<file path="src/rtl/tdm_pkg.sv">
// tdm_pkg: shared states, frame geometry and slot-index width for the TDM demux
package tdm_pkg;
  typedef enum logic [1:0] {IDLE, COLLECT, PARITY} state_e;
  localparam int NUM_SLOTS = 4;
  localparam int PARITY_SLOT = 4;
  localparam int SLOT_W = 3;
endpackage

</file>
<file path="src/rtl/tdm_demux_slot_ctr.sv">
// tdm_demux_slot_ctr: slot index counter with load-to-1, increment and clear
module tdm_demux_slot_ctr
  import tdm_pkg::*;
(
  input  logic              clk,
  input  logic              rst,
  input  logic              ld,
  input  logic              inc,
  input  logic              clr,
  output logic [SLOT_W-1:0] slot
);
  logic [SLOT_W-1:0] slot_q, slot_d;
  // clear wins, then load (sof restarts at slot 1), then increment
  always_comb slot_d = clr ? '0 : ld ? SLOT_W'(1) : inc ? slot_q + SLOT_W'(1) : slot_q;
  // slot register
  always_ff @(posedge clk or posedge rst)
    if (rst) slot_q <= '0;
    else slot_q <= slot_d;
  assign slot = slot_q;
endmodule

</file>
<file path="src/rtl/tdm_demux4.sv">
// tdm_demux4: 1-to-4 TDM demux with sof alignment; TDM_DEMUX_PARITY_EN adds a trailing even-parity beat
module tdm_demux4
  import tdm_pkg::*;
#(
  parameter int WIDTH = 1
) (
  input  logic              clk,
  input  logic              rst,
  input  logic [WIDTH-1:0]  din,
  input  logic              valid_in,
  input  logic              sof,
  output logic [WIDTH-1:0]  y0,
  output logic [WIDTH-1:0]  y1,
  output logic [WIDTH-1:0]  y2,
  output logic [WIDTH-1:0]  y3,
  output logic              frame_valid,
  output logic [SLOT_W-1:0] slot,
  output logic              sync_err,
  output logic              parity_err
);
  state_e state_q, state_d;
  logic [WIDTH-1:0] shadow_q [NUM_SLOTS];
  logic [WIDTH-1:0] shadow_d [NUM_SLOTS];
  logic [WIDTH-1:0] y_q [NUM_SLOTS];
  logic [WIDTH-1:0] y_d [NUM_SLOTS];
  logic frame_valid_q, frame_valid_d, sync_err_q, sync_err_d, parity_err_q, parity_err_d;
  logic ld, inc, clr;
  tdm_demux_slot_ctr u_ctr (.clk(clk), .rst(rst), .ld(ld), .inc(inc), .clr(clr), .slot(slot));
  // frame FSM: sof always (re)starts at slot 0; outputs move only on a completed frame
  always_comb begin
    state_d = state_q;
    shadow_d = shadow_q;
    y_d = y_q;
    frame_valid_d = 1'b0;
    sync_err_d = 1'b0;
    parity_err_d = 1'b0;
    ld = 1'b0;
    inc = 1'b0;
    clr = 1'b0;
    if (valid_in) begin
      if (sof) begin
        shadow_d[0] = din;
        ld = 1'b1;
        sync_err_d = state_q != IDLE;
        state_d = COLLECT;
      end else if (state_q == COLLECT) begin
        shadow_d[slot[1:0]] = din;
        if (slot == SLOT_W'(NUM_SLOTS - 1)) begin
`ifdef TDM_DEMUX_PARITY_EN
          inc = 1'b1;
          state_d = PARITY;
`else
          y_d = shadow_d;
          frame_valid_d = 1'b1;
          clr = 1'b1;
          state_d = IDLE;
`endif
        end else inc = 1'b1;
      end
`ifdef TDM_DEMUX_PARITY_EN
      else if (state_q == PARITY) begin
        if (din == (shadow_q[0] ^ shadow_q[1] ^ shadow_q[2] ^ shadow_q[3])) begin
          y_d = shadow_q;
          frame_valid_d = 1'b1;
        end else parity_err_d = 1'b1;
        clr = 1'b1;
        state_d = IDLE;
      end
`endif
    end
  end
  // state, shadow, output and pulse registers
  always_ff @(posedge clk or posedge rst)
    if (rst) begin
      state_q <= IDLE;
      shadow_q <= '{default: '0};
      y_q <= '{default: '0};
      frame_valid_q <= 1'b0;
      sync_err_q <= 1'b0;
      parity_err_q <= 1'b0;
    end else begin
      state_q <= state_d;
      shadow_q <= shadow_d;
      y_q <= y_d;
      frame_valid_q <= frame_valid_d;
      sync_err_q <= sync_err_d;
      parity_err_q <= parity_err_d;
    end
  assign {y0, y1, y2, y3} = {y_q[0], y_q[1], y_q[2], y_q[3]};
  assign frame_valid = frame_valid_q;
  assign sync_err = sync_err_q;
  assign parity_err = parity_err_q;
endmodule

</file>
<file path="config.mk">
export PLATFORM = sky130hd
export DESIGN_NAME = tdm_demux4
export DESIGN_NICKNAME = d
export VERILOG_FILES = /design/src/rtl/tdm_pkg.sv /design/src/rtl/tdm_demux_slot_ctr.sv /design/src/rtl/tdm_demux4.sv
export SDC_FILE = /design/constraint.sdc
export NUM_CORES = 1
export LEC_CHECK = 0
export CAP_MARGIN = 20
export CORE_MARGIN = 5
export CORE_UTILIZATION = 44
export DETAILED_ROUTE_END_ITERATION = 10
export PLACE_DENSITY = 0.72
export SYNTH_ARGS = -nofsm -noshare
export SYNTH_HDL_FRONTEND = slang
export SYNTH_SLANG_ARGS = --single-unit
export TNS_END_PERCENT = 10
</file>
<file path="constraint.sdc">
create_clock -name clk -period 1.9 [get_ports clk]
set_clock_uncertainty 0.2 [all_clocks]
set_input_delay 0.19 -clock clk [delete_from_list [all_inputs] [get_ports clk]]
set_output_delay 0.19 -clock clk [all_outputs]
set_load 0.05 [all_outputs]
</file>
# --- Word-level counts from Yosys, hierarchy flattened ---
# Index checks and enable logic that the tools add are counted.
totals:
  n_memories: 0
  word_cells: 51
  reg_bits: 15
  in_bits: 5
  ramBits: 0
  mem_bits_ro: 0
  output_inout_bits: 10
  latchBits: 0
op_classes:
  n_addsub: 1
  n_div: 0
  reduce_logical: 9
  n_mux: 23
  order_cmp: 2
  multipliers: 0
  shift: 0
  n_bitwise: 2
  eq_ne: 2
ops:
  columns: ["op", "n"]
  rows:
  - ["2-to-1 mux 1 bit", 14]
  - ["2-to-1 mux 3 bit", 3]
  - ["2-to-1 mux 2 bit", 3]
  - ["AND reduction 3 bit", 2]
  - ["nonzero test 2 bit", 3]
  - ["bitwise mux 4 bit", 1]
  - ["2-to-1 mux 4 bit", 1]
  - ["AND reduction 4 bit", 1]
  - ["adder 3 x 1 -> 3 bit (second input constant)", 1]
  - ["equality test 3 x 2 -> 1 bit (second input constant)", 1]
  - ["greater-or-equal comparator 3 bit (second input constant)", 1]
  - ["< comparator 3 x 1 -> 1 bit (second input constant)", 1]
  - ["inverter 2 -> 3 bit", 1]
  - ["nonzero test 3 bit", 1]
  - ["demux 1 bit (select 2 bit)", 1]
  - ["equality test 2 x 1 -> 1 bit (second input constant)", 1]
  - ["AND reduction 2 bit", 1]
  - ["logical AND 1 bit", 1]
  - ["inverter 1 bit", 1]

# --- Depth between registers and ports, before layout ---
logic_depth:
  depth_word: 8
  mapped_depth: 5
  mapped_depth_nobuf: 4

# --- Cells and area by module ---
# A second synthesis with hierarchy kept.
hier_totals:
  cells_unflattened: 48
  hier_area_um2: 599.3
by_module_without_submodules:
  columns: ["mod", "seq_area_each_um2", "n_inst", "cells_per_inst", "area_per_inst_um2"]
  rows:
  - ["tdm_demux4", 250.2, 1, 34, 447.9]
  - ["tdm_demux_slot_ctr", 75.1, 1, 14, 151.4]

# --- Worst setup path after synthesis ---
# Ideal clock, no wire load.
synth_path:
  path_type: "flip-flop to flip-flop"
  startpoint: "reg u_ctr.slot_q[0], in the netlist u_ctr.slot[0]"
  endpoint: "reg y_q, in the netlist y0"
  n_path_buf: 1
  required_time_ns: 1.575
  period_less_slack_ns: 2.091
  path_slack_ns: -0.191
  arrival_time_ns: 1.766
  setup_ns: 0.125
  stages_incl_launch_ff: 6
  path_cell_list: "dfrtp_1 > ha_1 > ha_1 > and4b_1 > buf_6 > mux2_4"
synth_via:
  elab_chain_len: 6
  word_cells_on_any_way: 9
  cone_classes: "order compare (2); eq/ne (1); mux (3); bitwise (1); reduce/logical (2)"
synth_lines:
  columns: ["element", "line_no", "text"]
  rows:
  - ["from (decl)", "tdm_demux_slot_ctr.sv:12", "logic [SLOT_W-1:0] slot_q, slot_d;"]
  - ["from (signal assigned)", "tdm_demux_slot_ctr.sv:18", "else slot_q <= slot_d;"]
  - ["inverter 2 -> 3 bit (implied by the code)", "tdm_demux4.sv:47", "shadow_d[slot[1:0]] = din;"]
  - ["greater-or-equal comparator 3 bit (implied by the code) or < comparator 3 x 1 -> 1 bit (tied branches)", "tdm_demux4.sv:47", null]
  - ["logical AND 1 bit (implied by the code)", "tdm_demux4.sv:47", null]
  - ["2-to-1 mux 1 bit (implied by the code)", "tdm_demux4.sv:47", null]
  - ["demux 1 bit (select 2 bit)", "tdm_demux4.sv:47", null]
  - ["bitwise mux 4 bit", "tdm_demux4.sv:47", null]
  - ["to (signal assigned)", "tdm_demux4.sv:84", "y_q <= y_d;"]
  - ["to (decl)", "tdm_demux4.sv:24", "logic [WIDTH-1:0] y_q [NUM_SLOTS];"]
# Parallel ways exist; a longest one is shown, timed or not.
# A chain may end at the register's enable or synchronous reset.

# --- Worst setup path in the final report ---
layout_path:
  startpoint: "reg y_q, in the netlist y1"
  endpoint: "out y1"
layout_lines:
  columns: ["element", "line_no", "text"]
  rows:
  - ["to (decl)", "tdm_demux4.sv:13", "output logic [WIDTH-1:0] y1,"]
# No word-level cell between the ends.

==> summary.md <==
| Metric | Value |
|---|---|
| Hpwl dp | `approximately 1.1 mm` |
| Filler Cell Count | `about 140` |
| Critical Path, Cell by Cell | `clkdlybuf4s50_1` |
| Die height | `slightly above 50 um` |
| Most used routing layer | `met2` |
| Leak | `approximately 0.42 nW` |
| Crit Reg-Reg Startpoint | `u_ctr.slot[0]$_DFFE_PP0P_` |
| Drt pass-1 iters | `3` |
| CP Class | `flip-flop to output pin` |
| Final Max Tran Viols | `0` |
| Number of global-route vias before repair | `533` |
| Rows | `15` |
| Routing usage on met1 | `between 10% and 20%` |
| Fmax | `about 0.55 GHz` |
| Critical path's slowest cell | `clkdlybuf4s50_1` |
| Total grt overflow | `0` |
| Crit path buf inv count | `1` |
| Mapped cell area | `between 700 and 800 um2` |
| GRT Util Overall | `between 10% and 20%` |
| # hold bufs at CTS | `0` |
| Vias per Instance | `5.43` |
| Compound-Gate Fraction of Synth Area | `8.51%` |
| Ports | `15` |
| Max Cap Violations | `0` |
| Diode count | `0` |
| PwrDens | `about 1600 nW/um2` |
| Mapped Cells | `between 60 and 70` |
| Initial drt markers | `7` |
| Kind of cell adding the most delay to the critical path | `buffers and inverters` |
| Synthesized-area fraction occupied by adder cells | `under 10%` |
| CTS tree | `done` |
| Slew HR | `about 65%` |
| CTS Buffer Depth | `2` |
| Hold Crit Class | `input port to async pin` |
| Mux contribution to synthesized area | `between 10% and 20%` |
| Async S/R FF share, synth | `100%` |
| Drt wl/cell | `between 15 and 20 um` |
| Clock slew at reported path FFs | `0.09 ns` |
| Clk root buf | `clkbuf_4` |
| Post-synth EDFFs | `0` |
| Reg2reg setup slack | `about 0.10 ns` |
| Clock Sinks | `14` |
| Dpl ws | `between 0.05 and 0.06 ns` |
| Non-filler cells, final | `slightly above 90` |
| Worst setup margin | `between 0.06 and 0.07 ns` |
| Register bit count reported by yosys | `14` |
| Slew @ Worst Pin | `0.519 ns` |
| Main combinational cell family by area after synthesis | `multiplexers` |
| Met2 Resource Use GR | `roughly 18%` |
| Total power | `1.47 mW` |
| Status | `finished clean` |
| Syn Nets | `71` |
| Max FO, Critical Path | `2` |
| Reg2reg path depth | `4` |
| Simple-gate share of the synthesized area | `12.1%` |
| Core area | `between 1500 and 2000 um2` |
| Period utilisation layout | `between 90% and 100%` |
| Max H-tree Level | `1` |
| Most frequent cells in the layout | `dfrtp_1, clkdlybuf4s50_1, buf_4` |
| Vias post-DR | `just over 500` |
| Final hold violation count | `0` |
| CP endpoint kind | `output pin` |
| Worst endpoint required time | `between 1.5 and 2 ns` |
| Crit-path max cell delay | `around 0.80 ns` |
| Crit path launch type | `flip-flop` |
| Die W | `between 50 and 60 um` |
| First-pass GRT wire length | `2.41 mm` |
| # DRC | `0` |
| RD Place Congestion | `0.781` |
| Final critical-path required period | `1.83 ns` |
| WL final | `roughly 1.4 mm` |
| Fin Setup TNS | `0 ns` |
| Most used DFF post-synth | `dfrtp_1` |
| Largest net degree at the start of global routing | `16` |
| Distinct cell type count of the synthesized netlist | `26` |
| Synth Area in XOR/XNOR | `0%` |
| Reg2reg end | `y3$_DFFE_PP0P_` |
| Skew-Pair Late Insertion Delay | `between 0.2 and 0.3 ns` |
| Final setup vio count | `0` |
| PortBufs | `13` |
| Area Overhead vs Synth | `23.9%` |
| YS warnings | `0` |
| Avg Synthesized Cell Area | `between 10 and 15 um2` |
| CP Depth | `1` |
| # placed instances | `89` |
| Nets@finish | `87` |
| Antenna violations before repair | `0` |
| Ratio of cells with drive above 1 in the final layout | `28.9%` |
| Seq/Total Area, Yosys | `around 46%` |
| Peak supply drop | `between 0.0006 and 0.0007 V` |
| Most common cell after layout, fill and taps aside | `dfrtp_1` |
| Met3 usage | `around 3.2%` |
| Crit path DAT | `approximately 1.4 ns` |
| Initial Utilization | `45.3%` |
| Number of buffers created by CTS | `3` |
| RSZ-0062 raised after global routing | `false` |
| Antenna viol nets, final | `0` |
| Die footprint | `2670 um2` |
worst max-delay path by stage:
| stage | start | slack (ns) | endpoint |
|---|---|---|---|
| finish | y1$_DFFE_PP0P_ | 0.07 | y1 |
| global route | y2$_DFFE_PP0P_ | 0.002 | y2 |
| CTS | y1$_DFFE_PP0P_ | 0.04 | y1 |
| detailed placement | u_ctr.slot[0]$_DFFE_PP0P_ | 0.06 | y2$_DFFE_PP0P_ |
| global placement | u_ctr.slot[0]$_DFFE_PP0P_ | 0.14 | y0$_DFFE_PP0P_ |
| floorplan | u_ctr.slot[2]$_DFFE_PP0P_ | 0.01 | y0$_DFFE_PP0P_ |
power by group:
group          internal [mW]  switching, mW
Sequential             0.414         0.0826
Combinational          0.330          0.436
Clock                  0.116         0.0936
registers in the layout, summed over array words and instances (netlist names):
register / flops
frame_valid: 1
y3: 1
y1: 1
shadow_q: 4
u_ctr.slot: 3
state_q: 1
y0: 1
y2: 1
sync_err: 1
per-layer routing:
metal  up-vias  part of all wire [%]  routed length, um
li1        249                     -                  -
met1       243                    50                703
met2        11                    45                639
met3         2                   3.9                 55
met4         0                  0.64                  9
met5         -                     0                  0
cells by family (layout without fill, tap and decap cells):
| kind of cell | after synthesis | in the layout |
|---|---|---|
| other | 1 | 1 |
| flip-flops | 14 | 14 |
| AND/OR/NAND/NOR | 13 | 13 |
| buffers and inverters | 9 | 24 |
| adder cells (fa/ha/maj) | 5 | 5 |
| AO/OA/AOI/OAI | 8 | 8 |
| multiplexers | 11 | 11 |
timing repair:
item	in CTS	in global routing
buffers inserted	0	0
endpoints found under the setup margin	0	2
gates resized for setup	0	1
final cells by class:
type                    count  area, um2  share of cell area, %
clock buffers               4       36.3                   3.83
repair buffers             16        145                   15.3
inverters                   4       15.0                   1.59
multi-input cells          38        377                   39.8
flip-flops and latches     14        353                   37.3
well taps                  17       21.3                   2.25
synth_stat cells (2+ instances only):
cell	instances	area (um2)
dfrtp_1	14	350
buf_4	2	15.0
ha_1	5	62.6
inv_1	4	15.0
mux2_1	3	33.8
mux2_2	4	45.0
mux2_4	4	60.1
buf_2	2	10.0
nand4b_1	4	35.0
nand2_1	3	11.3
worst register-to-register path, cell delays in order, from the launching register on:
cell and delay, ns:
dfrtp_2 0.47, ha_4 0.19, ha_1 0.22, and4b_2 0.30
mux2_4 0.31
metrics by stage:
step | area [um2] | hold slack, ns | utilization [%]
3_5_place_dp | 910 | 0.281 | 53.9
5_1_grt | 947 | 0.129 | 56.1
6_report | 947 | 0.0500 | 56.1
4_1_cts | 946 | 0.0691 | 56.0
2_1_floorplan | 779 | -0.121 | -
3_3_place_gp | 910 | 0.275 | 53.9
No activity file was read; power rests on OpenSTA's default activity.
